$ cat config.mk
export PLATFORM = sky130hd
export DESIGN_NAME = golden_seq_ctrl_flat
export DESIGN_NICKNAME = d
export VERILOG_FILES = /design/src/rtl/golden_seq_ctrl_pkg.sv /design/src/rtl/golden_seq_ctrl_if.sv /design/src/rtl/golden_seq_ctrl_step_counter.sv /design/src/rtl/golden_seq_ctrl.sv /design/src/flat_wrapper.sv
export SDC_FILE = /design/constraint.sdc
export NUM_CORES = 1
export LEC_CHECK = 0
export ABC_AREA = 1
export BUFFER_PORTS_ARGS = -buffer_cell sky130_fd_sc_hd__clkbuf_2
export CORE_MARGIN = 2
export CORE_UTILIZATION = 41
export DETAILED_ROUTE_END_ITERATION = 12
export PLACE_DENSITY = 0.69
export SYNTH_ARGS = -nofsm -noshare
export SYNTH_HDL_FRONTEND = slang
export SYNTH_SLANG_ARGS = --single-unit
export TNS_END_PERCENT = 10
$ cat constraint.sdc
create_clock -name clk -period 2.4 [get_ports clk]
set_input_delay 0.12 -clock clk [delete_from_list [all_inputs] [get_ports clk]]
set_output_delay 0.12 -clock clk [all_outputs]
set_load 0.01 [all_outputs]
$ cat src/rtl/golden_seq_ctrl_pkg.sv
// Shared types and constants for the golden reference sequencer.
package acm_pkg;

    typedef enum logic [1:0] {IDLE, LOAD, RUN, DONE} seq_state_t;

    // All-ones source for the saturating error counter; sliced to ERR_WIDTH (<= 32).
    localparam logic [31:0] ERR_SAT = '1;

    localparam int CYCLE_WIDTH = 16;

endpackage

$ cat src/rtl/golden_seq_ctrl_if.sv
// Config/handshake/compare bundle for golden_seq_ctrl.
// ERROR_LOG_EN adds the first-mismatch capture outputs.
interface golden_seq_ctrl_if
    import acm_pkg::*;
#(
    parameter int DATA_WIDTH  = 8,
    parameter int DWELL_WIDTH = 3,
    parameter int ROUND_WIDTH = 8,
    parameter int ERR_WIDTH   = 16
);
    logic                   i_Start;
    logic                   i_Abort;
    logic [DWELL_WIDTH-1:0] i_Dwell;
    logic [DATA_WIDTH-1:0]  i_Wrap_Value;
    logic [ROUND_WIDTH-1:0] i_Rounds;
    logic [DATA_WIDTH-1:0]  i_Observed_Data;
    logic                   i_Observed_Valid;
    logic [DATA_WIDTH-1:0]  o_Golden_Data;
    logic                   o_Golden_Valid;
    logic                   o_Busy;
    logic                   o_Done;
    logic                   o_Error;
    logic [ERR_WIDTH-1:0]   o_Error_Count;
`ifdef ERROR_LOG_EN
    logic [DATA_WIDTH-1:0]  o_First_Err_Golden;
    logic [DATA_WIDTH-1:0]  o_First_Err_Observed;
    logic [CYCLE_WIDTH-1:0] o_First_Err_Cycle;

    modport master (
        output i_Start, i_Abort, i_Dwell, i_Wrap_Value, i_Rounds,
               i_Observed_Data, i_Observed_Valid,
        input  o_Golden_Data, o_Golden_Valid, o_Busy, o_Done, o_Error, o_Error_Count,
               o_First_Err_Golden, o_First_Err_Observed, o_First_Err_Cycle
    );
    modport slave (
        input  i_Start, i_Abort, i_Dwell, i_Wrap_Value, i_Rounds,
               i_Observed_Data, i_Observed_Valid,
        output o_Golden_Data, o_Golden_Valid, o_Busy, o_Done, o_Error, o_Error_Count,
               o_First_Err_Golden, o_First_Err_Observed, o_First_Err_Cycle
    );
`else
    modport master (
        output i_Start, i_Abort, i_Dwell, i_Wrap_Value, i_Rounds,
               i_Observed_Data, i_Observed_Valid,
        input  o_Golden_Data, o_Golden_Valid, o_Busy, o_Done, o_Error, o_Error_Count
    );
    modport slave (
        input  i_Start, i_Abort, i_Dwell, i_Wrap_Value, i_Rounds,
               i_Observed_Data, i_Observed_Valid,
        output o_Golden_Data, o_Golden_Valid, o_Busy, o_Done, o_Error, o_Error_Count
    );
`endif

endinterface

$ cat src/rtl/golden_seq_ctrl_step_counter.sv
// Golden pattern generator: dwell counter, value counter 0..wrap, round counter.
// `last` flags the final dwell cycle of the wrap value in the final round.
module golden_step_counter #(
    parameter int DATA_WIDTH  = 8,
    parameter int DWELL_WIDTH = 3,
    parameter int ROUND_WIDTH = 8
) (
    input  logic                   clk,
    input  logic                   rst,
    input  logic                   load,
    input  logic                   enable,
    input  logic [DWELL_WIDTH-1:0] dwell,
    input  logic [DATA_WIDTH-1:0]  wrap,
    input  logic [ROUND_WIDTH-1:0] rounds,
    output logic [DATA_WIDTH-1:0]  value,
    output logic                   last
);

    localparam logic [ROUND_WIDTH:0] ROUND_ONE = 1;

    logic [DWELL_WIDTH-1:0] dwell_cnt;
    logic [ROUND_WIDTH-1:0] round_cnt;
    logic                   dwell_end;
    logic [ROUND_WIDTH:0]   round_plus1;

    assign dwell_end   = (dwell_cnt == dwell);
    // Extra bit keeps rounds == all-ones from aliasing to round 0.
    assign round_plus1 = {1'b0, round_cnt} + ROUND_ONE;
    assign last        = dwell_end && (value == wrap) && (round_plus1 == {1'b0, rounds});

    // NOTE: sequential state uses non-blocking assignments so every register
    // samples pre-edge values; blocking here would create ordering races.
    always_ff @(posedge clk or posedge rst) begin
        if (rst) begin
            dwell_cnt <= '0;
            value     <= '0;
            round_cnt <= '0;
        end else if (load) begin
            dwell_cnt <= '0;
            value     <= '0;
            round_cnt <= '0;
        end else if (enable) begin
            if (dwell_end) begin
                dwell_cnt <= '0;
                if (value == wrap) begin
                    value     <= '0;
                    round_cnt <= round_plus1[ROUND_WIDTH-1:0];
                end else begin
                    value <= value + DATA_WIDTH'(1);
                end
            end else begin
                dwell_cnt <= dwell_cnt + DWELL_WIDTH'(1);
            end
        end
    end

endmodule

$ cat src/rtl/golden_seq_ctrl.sv
// Start/abort/done sequencer for the golden reference counter with a same-cycle
// observed-vs-golden comparator. ERROR_LOG_EN enables first-mismatch capture.
module golden_seq_ctrl
    import acm_pkg::*;
#(
    parameter int DATA_WIDTH  = 8,
    parameter int DWELL_WIDTH = 3,
    parameter int ROUND_WIDTH = 8,
    parameter int ERR_WIDTH   = 16
) (
    input  logic           clk,
    input  logic           rst,
    golden_seq_ctrl_if.slave bus
);

    seq_state_t             state;
    logic                   busy_q, golden_valid_q, done_q;
    logic [DWELL_WIDTH-1:0] dwell_q;
    logic [DATA_WIDTH-1:0]  wrap_q;
    logic [ROUND_WIDTH-1:0] rounds_q;
    logic                   err_q;
    logic [ERR_WIDTH-1:0]   err_cnt_q;
    logic [DATA_WIDTH-1:0]  golden;
    logic                   last;
    logic                   accept, abort_any, mismatch;

    assign accept    = (state == IDLE) && bus.i_Start && !bus.i_Abort;
    assign abort_any = (state != IDLE) && bus.i_Abort;
    assign mismatch  = (state == RUN) && bus.i_Observed_Valid && (bus.i_Observed_Data != golden);

    golden_step_counter #(
        .DATA_WIDTH (DATA_WIDTH),
        .DWELL_WIDTH(DWELL_WIDTH),
        .ROUND_WIDTH(ROUND_WIDTH)
    ) u_step (
        .clk   (clk),
        .rst   (rst),
        .load  ((state == LOAD) || abort_any),
        .enable(state == RUN),
        .dwell (dwell_q),
        .wrap  (wrap_q),
        .rounds(rounds_q),
        .value (golden),
        .last  (last)
    );

    always_ff @(posedge clk or posedge rst) begin
        if (rst) begin
            state          <= IDLE;
            busy_q         <= 1'b0;
            golden_valid_q <= 1'b0;
            done_q         <= 1'b0;
            dwell_q        <= '0;
            wrap_q         <= '0;
            rounds_q       <= '0;
        end else if (abort_any) begin
            state          <= IDLE;
            busy_q         <= 1'b0;
            golden_valid_q <= 1'b0;
            done_q         <= 1'b0;
        end else begin
            case (state)
                IDLE: if (accept) begin
                    state    <= LOAD;
                    busy_q   <= 1'b1;
                    dwell_q  <= bus.i_Dwell;
                    wrap_q   <= bus.i_Wrap_Value;
                    rounds_q <= bus.i_Rounds;
                end
                LOAD: if (rounds_q == '0) begin
                    state  <= DONE;
                    busy_q <= 1'b0;
                    done_q <= 1'b1;
                end else begin
                    state          <= RUN;
                    golden_valid_q <= 1'b1;
                end
                RUN: if (last) begin
                    state          <= DONE;
                    busy_q         <= 1'b0;
                    golden_valid_q <= 1'b0;
                    done_q         <= 1'b1;
                end
                DONE: begin
                    state  <= IDLE;
                    done_q <= 1'b0;
                end
                default: state <= IDLE;
            endcase
        end
    end

    always_ff @(posedge clk or posedge rst) begin
        if (rst) begin
            err_q     <= 1'b0;
            err_cnt_q <= '0;
        end else if (accept) begin
            err_q     <= 1'b0;
            err_cnt_q <= '0;
        end else if (mismatch) begin
            err_q <= 1'b1;
            if (err_cnt_q != ERR_SAT[ERR_WIDTH-1:0])
                err_cnt_q <= err_cnt_q + ERR_WIDTH'(1);
        end
    end

`ifdef ERROR_LOG_EN
    logic [CYCLE_WIDTH-1:0] run_cycle_q;
    logic [DATA_WIDTH-1:0]  first_golden_q, first_obs_q;
    logic [CYCLE_WIDTH-1:0] first_cycle_q;

    always_ff @(posedge clk or posedge rst) begin
        if (rst) begin
            run_cycle_q    <= '0;
            first_golden_q <= '0;
            first_obs_q    <= '0;
            first_cycle_q  <= '0;
        end else begin
            if (state == LOAD)
                run_cycle_q <= '0;
            else if (state == RUN)
                run_cycle_q <= run_cycle_q + CYCLE_WIDTH'(1);

            if (accept) begin
                first_golden_q <= '0;
                first_obs_q    <= '0;
                first_cycle_q  <= '0;
            end else if (mismatch && !err_q) begin
                first_golden_q <= golden;
                first_obs_q    <= bus.i_Observed_Data;
                first_cycle_q  <= run_cycle_q;
            end
        end
    end

    assign bus.o_First_Err_Golden   = first_golden_q;
    assign bus.o_First_Err_Observed = first_obs_q;
    assign bus.o_First_Err_Cycle    = first_cycle_q;
`endif

    assign bus.o_Golden_Data  = golden;
    assign bus.o_Golden_Valid = golden_valid_q;
    assign bus.o_Busy         = busy_q;
    assign bus.o_Done         = done_q;
    assign bus.o_Error        = err_q;
    assign bus.o_Error_Count  = err_cnt_q;

endmodule

$ cat src/flat_wrapper.sv
// flat-port wrapper written by rule: the top's interface ports become plain ports
module golden_seq_ctrl_flat import acm_pkg::*;
#(
    parameter int DATA_WIDTH  = 8,
    parameter int DWELL_WIDTH = 3,
    parameter int ROUND_WIDTH = 8,
    parameter int ERR_WIDTH   = 16
)
  (clk, rst, bus_i_Start, bus_i_Abort, bus_i_Dwell, bus_i_Wrap_Value, bus_i_Rounds, bus_i_Observed_Data, bus_i_Observed_Valid, bus_o_Golden_Data, bus_o_Golden_Valid, bus_o_Busy, bus_o_Done, bus_o_Error, bus_o_Error_Count);
  golden_seq_ctrl_if #(.DATA_WIDTH(DATA_WIDTH), .DWELL_WIDTH(DWELL_WIDTH), .ROUND_WIDTH(ROUND_WIDTH), .ERR_WIDTH(ERR_WIDTH)) bus_i ();
  input  logic clk;
  input  logic rst;
  input wire logic [$bits(bus_i.i_Start)-1:0] bus_i_Start;
  input wire logic [$bits(bus_i.i_Abort)-1:0] bus_i_Abort;
  input wire logic [$bits(bus_i.i_Dwell)-1:0] bus_i_Dwell;
  input wire logic [$bits(bus_i.i_Wrap_Value)-1:0] bus_i_Wrap_Value;
  input wire logic [$bits(bus_i.i_Rounds)-1:0] bus_i_Rounds;
  input wire logic [$bits(bus_i.i_Observed_Data)-1:0] bus_i_Observed_Data;
  input wire logic [$bits(bus_i.i_Observed_Valid)-1:0] bus_i_Observed_Valid;
  output wire logic [$bits(bus_i.o_Golden_Data)-1:0] bus_o_Golden_Data;
  output wire logic [$bits(bus_i.o_Golden_Valid)-1:0] bus_o_Golden_Valid;
  output wire logic [$bits(bus_i.o_Busy)-1:0] bus_o_Busy;
  output wire logic [$bits(bus_i.o_Done)-1:0] bus_o_Done;
  output wire logic [$bits(bus_i.o_Error)-1:0] bus_o_Error;
  output wire logic [$bits(bus_i.o_Error_Count)-1:0] bus_o_Error_Count;
  assign bus_i.i_Start = bus_i_Start;
  assign bus_i.i_Abort = bus_i_Abort;
  assign bus_i.i_Dwell = bus_i_Dwell;
  assign bus_i.i_Wrap_Value = bus_i_Wrap_Value;
  assign bus_i.i_Rounds = bus_i_Rounds;
  assign bus_i.i_Observed_Data = bus_i_Observed_Data;
  assign bus_i.i_Observed_Valid = bus_i_Observed_Valid;
  assign bus_o_Golden_Data = bus_i.o_Golden_Data;
  assign bus_o_Golden_Valid = bus_i.o_Golden_Valid;
  assign bus_o_Busy = bus_i.o_Busy;
  assign bus_o_Done = bus_i.o_Done;
  assign bus_o_Error = bus_i.o_Error;
  assign bus_o_Error_Count = bus_i.o_Error_Count;
  golden_seq_ctrl #(.DATA_WIDTH(DATA_WIDTH), .DWELL_WIDTH(DWELL_WIDTH), .ROUND_WIDTH(ROUND_WIDTH), .ERR_WIDTH(ERR_WIDTH)) u_core (.clk(clk), .rst(rst), .bus(bus_i));
endmodule
==> qor.csv, run 1 <==
metric;value;unit
status;finished, final reports clean;
Warnings, synthesis;0;
mean post-synth cell area;7.52;um2
Hold Vio Cnt, Final;0;
gr usage total;0.189;
die width;97.1;um
Finished Cell Area;4180;um2
Clock Tree Buf Depth;2;
Area contributors post-synth;dfrtp_1 42%, nand2_1 14%, inv_1 7.0%;
post-route clock skew;12.4;ps
RSZ-0062 raised after global routing;no;
wire per inst;13.0;um
final non-filler cell total;652;
Starting DRT DRC Count;134;
I/O pin cnt;60;
antenna-violating nets left;0;
Power Density;925;nW/um2
Crit path arrival time;2210;ps
WS Path Type;register to register;
vias post-DR;3276;
CTS buffer count;9;
Clock Latency Late Sink;350;ps
max-slew violations;0;
most common cell after layout, fill and taps aside;nand2_1;
share of layout cells above drive strength 1;0.183;
ys async rst share;1.00;
DP Area;4010;um2
layer with the highest usage;met2;
most frequent cells in the layout;128 x nand2_1, 65 x inv_1, 60 x dfrtp_1, 59 x clkbuf_2, 52 x nor2_1;
Rows;33;
DIE HEIGHT;97.1;um
worst-path fanout max;10;
Final WS setup;431;ps
Initial Utilization;0.428;
Routed WL;8.47;mm
die area;9430;um2
Synthesized Nets;514;
Peak VDD IR;0.000416;V
vias per cell;5.02;
Max Cap Viol;0;
worst setup path start;u_core.bus.o_Error_Count[0];
post-CTS sizing;0;
Clock Pin Slew Worst Setup and Hold Paths;70;ps
hold_ws;17.2;ps
antenna cell count;0;
Worst Tran Pin Value;774;ps
H-tree depth;3;
fmax;0.508;GHz
Final HPWL DP;6.21;mm
fin nets;584;
grt ovf;0;
largest net degree at the start of global routing;61;
Layout fillers;808;
synthesized area;3550;um2
min Tclk post-route;1970;ps
worst hold path startpoint;bus_i_Rounds[4];
Worst setup EP type;register;
vias in the first global route;3256;
Port-buffer cells;59;
area share of the largest cell type after synthesis;0.422;
TritonCTS Sinks;60;
sequential share of the synthesized area;0.422;
Max-slew headroom;0.484;
CP Launch Type;register;
dominant cell type by area after synthesis;dfrtp_1;
Initial DRT Pass Iterations;4;
DP Worst Slack;421;ps
Root Driver;clkbuf_8;
first-pass GRT wire length;14.6;mm
Placer Congestion;0.859;
Synth Instances;473;
Residual DRC;0;
Core ar.;8300;um2
Synth Register Bits;60;
static leakage;2.12;nW
WP data required;2640;ps
final setup violation count;0;
Worst R2R Start;u_core.bus.o_Error_Count[0];
HP Class;input port to register;
CTS tree;done;
met1 usage;0.231;
antenna violations before repair;0;
number of enable flip-flop cells after synthesis;0;
Placed Cells;636;
Final Cycle Share;0.820;
setup TNS;0;ps
post-synthesis cell type count;30;
Layout area overhead;17.7;%
met3 Resource Use GR;0.0460;
Top FF cell, synth;dfrtp_1;
met2 usage;0.326;
==> kinds of logic (layout without fill, tap and decap cells) <==
group | Yosys count | after routing | share of synthesized area
xor gates and xnor gates | 21 | 21 | 0.0517
AOI/OAI and AO/OA | 64 | 64 | 0.103
buffers and inverters | 74 | 148 | 0.0795
muxes | 1 | 1 | 0.00317
adders and majority gates | 9 | 9 | 0.0317
DFF | 60 | 60 | 0.422
and+or+nand+nor | 244 | 244 | 0.308
==> cells in the mapped netlist, types with 2 or more instances <==
cell / count
nand2_1: 128
xor2_1: 9
nor4_1: 2
o31ai_1: 7
nor3_4: 2
nand3_1: 31
o21ai_2: 4
nand4_1: 10
o21ai_0: 11
nor2_8: 2
xnor2_1: 12
o21ai_1: 6
nor2_1: 52
dfrtp_1: 60
ha_1: 9
a31oi_1: 2
nor3_1: 7
a21oi_1: 27
nor2_4: 2
clkbuf_1: 5
inv_4: 2
inv_1: 66
o22ai_1: 6
nand2_2: 5
==> power breakdown <==
part	switching, mW	total (mW)	internal (mW)
logic	0.980	1.54	0.562
registers	0.228	1.51	1.28
clock network	0.393	0.816	0.423
total	1.60	3.87	2.27
==> flip-flops by register name, summed over array words and instances, names as in the netlist, 2 cells and up <==
register                  count
u_core.dwell_q                3
u_core.rounds_q               8
u_core.state                  2
u_core.u_step.value           8
u_core.bus.o_Error_Count     16
u_core.u_step.round_cnt       8
u_core.u_step.dwell_cnt       3
u_core.wrap_q                 8
==> worst max-delay path: stages (launching register included) <==
cell and delay (ps):
dfrtp_1 420, ha_1 210, nand2_2 100, nor3_4 300, nand4_2 180, nor2_4 180, nor2_8 90, nor2_8 170
inv_4 80, nand2_1 60, a21oi_1 50
==> through the flow <==
stage	utilization	power, mW
2_1_floorplan	-	2.63
3_3_place_gp	0.483	3.03
3_5_place_dp	0.483	3.07
4_1_cts	0.504	3.91
5_1_grt	0.504	4.21
6_report	0.504	3.87
==> repair_timing <==
item	4_1_cts	5_1_grt
endpoints found under the hold margin	9	0
buffers inserted	0	0
hold buffers	1	0
==> worst paths after layout <==
kind / endpoint / slack [ps] / depth (start not counted)
max: u_core.bus.o_Error_Count[2] / 430 / 10
min reg2reg: u_core.bus.o_Done / 470 / 2
min in group asynchronous: u_core.bus.o_Error_Count[3] / 520 / 4
max in group asynchronous: u_core.wrap_q[4] / 1360 / 4
min: u_core.rounds_q[4] / 20 / 3
max reg2reg: u_core.bus.o_Error_Count[2] / 430 / 10
==> layer usage <==
metal / routed length [um] / vias up
met1: 3800 / 1523
met3: 406 / 17
met4: 140 / 0
li1: - / 1655
met2: 4120 / 81
met5: 0 / -
==> area by class of cell <==
| cell class | instances | area (um2) | share of cell area |
|---|---|---|---|
| Multi-Input combinational cell | 339 | 1770 | 0.423 |
| Sequential cell | 60 | 1500 | 0.359 |
| Timing Repair Buffer | 64 | 348 | 0.0831 |
| Clock buffer | 13 | 159 | 0.0380 |
| Clock inverter | 2 | 10.0 | 0.00239 |
| Tap cell | 105 | 131 | 0.0314 |
| Inverter | 69 | 264 | 0.0631 |
No activity file was read; power rests on OpenSTA's default activity.
==> run 2: changes to the inputs <==
--- a/config.mk
+++ b/config.mk
@@ -5,7 +5,7 @@
 export SDC_FILE = /design/constraint.sdc
 export NUM_CORES = 1
 export LEC_CHECK = 0
-export ABC_AREA = 1
+export ABC_AREA = 0
 export BUFFER_PORTS_ARGS = -buffer_cell sky130_fd_sc_hd__clkbuf_2
 export CORE_MARGIN = 2
 export CORE_UTILIZATION = 41
==> constraint.sdc (replaced) <==
create_clock -name clk -period 2.05 [get_ports clk]
set_input_delay 0.1025 -clock clk [delete_from_list [all_inputs] [get_ports clk]]
set_output_delay 0.1025 -clock clk [all_outputs]
set_load 0.01 [all_outputs]
==> run 2 against run 1 <==
Net effect:
- combinational power grew 68%
- worst hold slack gained 190 ps
- sequential share of layout area shrank 4.4 points
- routed wire length grew 0.18%
- cell area grew 14%
- largest power group unchanged
- the run now ends with setup timing left
- clock skew grew 1.4 ps
- sequential power grew 20%
==> qor.csv, run 2 <==
metric;value;unit
status;finished with violations;
failing checks;setup timing;
TritonCTS Sinks;60;
ys async rst share;1.00;
Layout fillers;728;
synthesized area;3480;um2
setup TNS;-254;ps
Initial DRT Pass Iterations;4;
CTS buffer count;9;
antenna cell count;0;
fmax;0.468;GHz
Synthesized Nets;399;
static leakage;2.18;nW
final setup violation count;5;
sequential share of the synthesized area;0.432;
CP Launch Type;register;
share of layout cells above drive strength 1;0.357;
Core ar.;8220;um2
Final HPWL DP;6.17;mm
most common cell after layout, fill and taps aside;clkbuf_2;
dominant cell type by area after synthesis;dfrtp_1;
Power Density;1180;nW/um2
Final Cycle Share;1.04;
H-tree depth;3;
HP Class;input port to register;
Initial Utilization;0.423;
Final WS setup;-88.8;ps
Area contributors post-synth;dfrtp_1 43%, xnor2_1 9.6%, mux2_2 6.8%;
Root Driver;clkbuf_8;
Worst setup EP type;register;
Max-slew headroom;0.725;
Top FF cell, synth;dfrtp_1;
Clock Tree Buf Depth;2;
max reg flops;16;
Residual DRC;0;
top-count cell post-synth;dfrtp_1;
antenna-violating nets left;0;
WP data required;2260;ps
vias post-DR;3111;
Synth Register Bits;60;
area share of the largest cell type after synthesis;0.432;
Port-buffer cells;59;
post-route clock skew;13.8;ps
Placer Congestion;0.912;
WS Path Type;register to register;
die width;96.1;um
vias in the first global route;3174;
Synth Instances;358;
vias per cell;5.20;
Clock Pin Slew Worst Setup and Hold Paths;70;ps
first-pass GRT wire length;14.6;mm
gr usage total;0.205;
Hold Vio Cnt, Final;0;
Core Util, Final;0.581;
Rows;33;
Crit path arrival time;2350;ps
Starting DRT DRC Count;70;
Routed WL;8.48;mm
I/O pin cnt;60;
antenna violations before repair;0;
mean post-synth cell area;9.71;um2
fin nets;530;
DIE HEIGHT;96.1;um
min Tclk post-route;2140;ps
most frequent cells in the layout;59 x clkbuf_2, 58 x dfrtp_1, 53 x buf_4, 35 x xnor2_1, 33 x nand2_1;
CTS tree;done;
max-slew violations;0;
Peak VDD IR;0.000586;V
Worst Tran Pin Value;411;ps
die area;9230;um2
Clock Latency Late Sink;340;ps
worst-path fanout max;4;
RSZ-0062 raised after global routing;yes;
number of enable flip-flop cells after synthesis;0;
Max Cap Viol;0;
post-synthesis cell type count;53;
Layout area overhead;37.4;%
Warnings, synthesis;0;
top post-synthesis cells by count;60 x dfrtp_1, 38 x xnor2_1, 33 x nand2_1;
largest net degree at the start of global routing;61;
wire per inst;14.2;um
grt ovf;0;
## run 2: changes by cell type after synthesis, sizes merged, moves of 9 or more
cell / change
nand2: -100
nand3: -15
nor4: +10
inv: -59
nor2: -27
mux2: +20
a21oi: -14
buf: +9
xnor2: +26
## run 2: routing by layer
| layer | up-vias | GRT usage | share of wire |
|---|---|---|---|
| met2 | 81 | 0.341 | 0.50 |
| met5 | - | 0 | 0 |
| met4 | 0 | 0.100 | 0.026 |
| met1 | 1484 | 0.249 | 0.43 |
| li1 | 1528 | - | - |
| met3 | 18 | 0.0454 | 0.048 |
## run 2: cell type report
| cell class | instances | area [um2] | share of cell area |
|---|---|---|---|
| clock inverter | 3 | 68.8 | 0.0144 |
| tap | 105 | 131 | 0.0275 |
| clock buffer | 12 | 165 | 0.0346 |
| sequential | 60 | 1500 | 0.315 |
| multi-input combinational | 274 | 1930 | 0.405 |
| inverter | 10 | 37.5 | 0.00786 |
| timing repair buffer | 134 | 933 | 0.195 |
## run 2: power breakdown
part / total [mW] / switching [mW] / leakage, nW / internal (mW)
combinational: 2.59 / 1.28 / 1.28 / 1.30
clock: 1.26 / 0.476 / 0.119 / 0.780
sequential: 1.81 / 0.292 / 0.785 / 1.51
## run 2: cells by family (layout without fill, tap and decap cells)
logic type      Yosys count  in the layout  share of synthesized area
mux                      25             25                     0.0796
buf+inv                  24            159                     0.0356
simple gates            137            137                      0.203
compound gates           60             60                      0.107
xor+xnor                 43             43                      0.111
flops                    60             60                      0.432
fa+ha+maj                 9              9                     0.0324
## run 2: stage by stage
stage | worst slack (ps) | cells | cell area [um2] | power, mW | hold WS, ps
2_1_floorplan | -77.5 | 358 | 3490 | 3.36 | 253
3_3_place_gp | -86.6 | 560 | 4250 | 4.22 | 173
3_5_place_dp | -122 | 560 | 4250 | 4.31 | 179
4_1_cts | -132 | 598 | 4720 | 5.65 | 189
5_1_grt | -192 | 598 | 4770 | 6.09 | 220
6_report | -88.8 | 598 | 4770 | 5.65 | 203
## run 2: path summary, 6_finish.rpt
check	end	slack (ps)	cells past startpoint	start
max in group asynchronous	u_core.u_step.round_cnt[1]	1390	4	rst
hold / removal	u_core.bus.o_Done	200	4	bus_i_Abort
setup reg to reg	u_core.bus.o_Busy	-90	7	u_core.u_step.round_cnt[0]
setup / recovery	u_core.bus.o_Busy	-90	7	u_core.u_step.round_cnt[0]
hold reg to reg	u_core.bus.o_Error	520	2	u_core.bus.o_Error
min in group asynchronous	u_core.bus.o_Error_Count[0]	370	4	rst
## run 2: what timing repair did
item,in CTS,in global routing
pin swaps,6,2
setup buffers,3,0
hold buffers,20,0
gates resized for setup,2,11
hold endpoints to repair,79,0
endpoints found under the setup margin,5,19
## run 2: critical path, cell delays in order, from the launching register on
cell	delay, ps
dfrtp_2	440
ha_4	190
xnor2_2	130
xnor2_1	120
or4_4	510
a211o_1	300
nor4b_2	230
o22ai_1	100
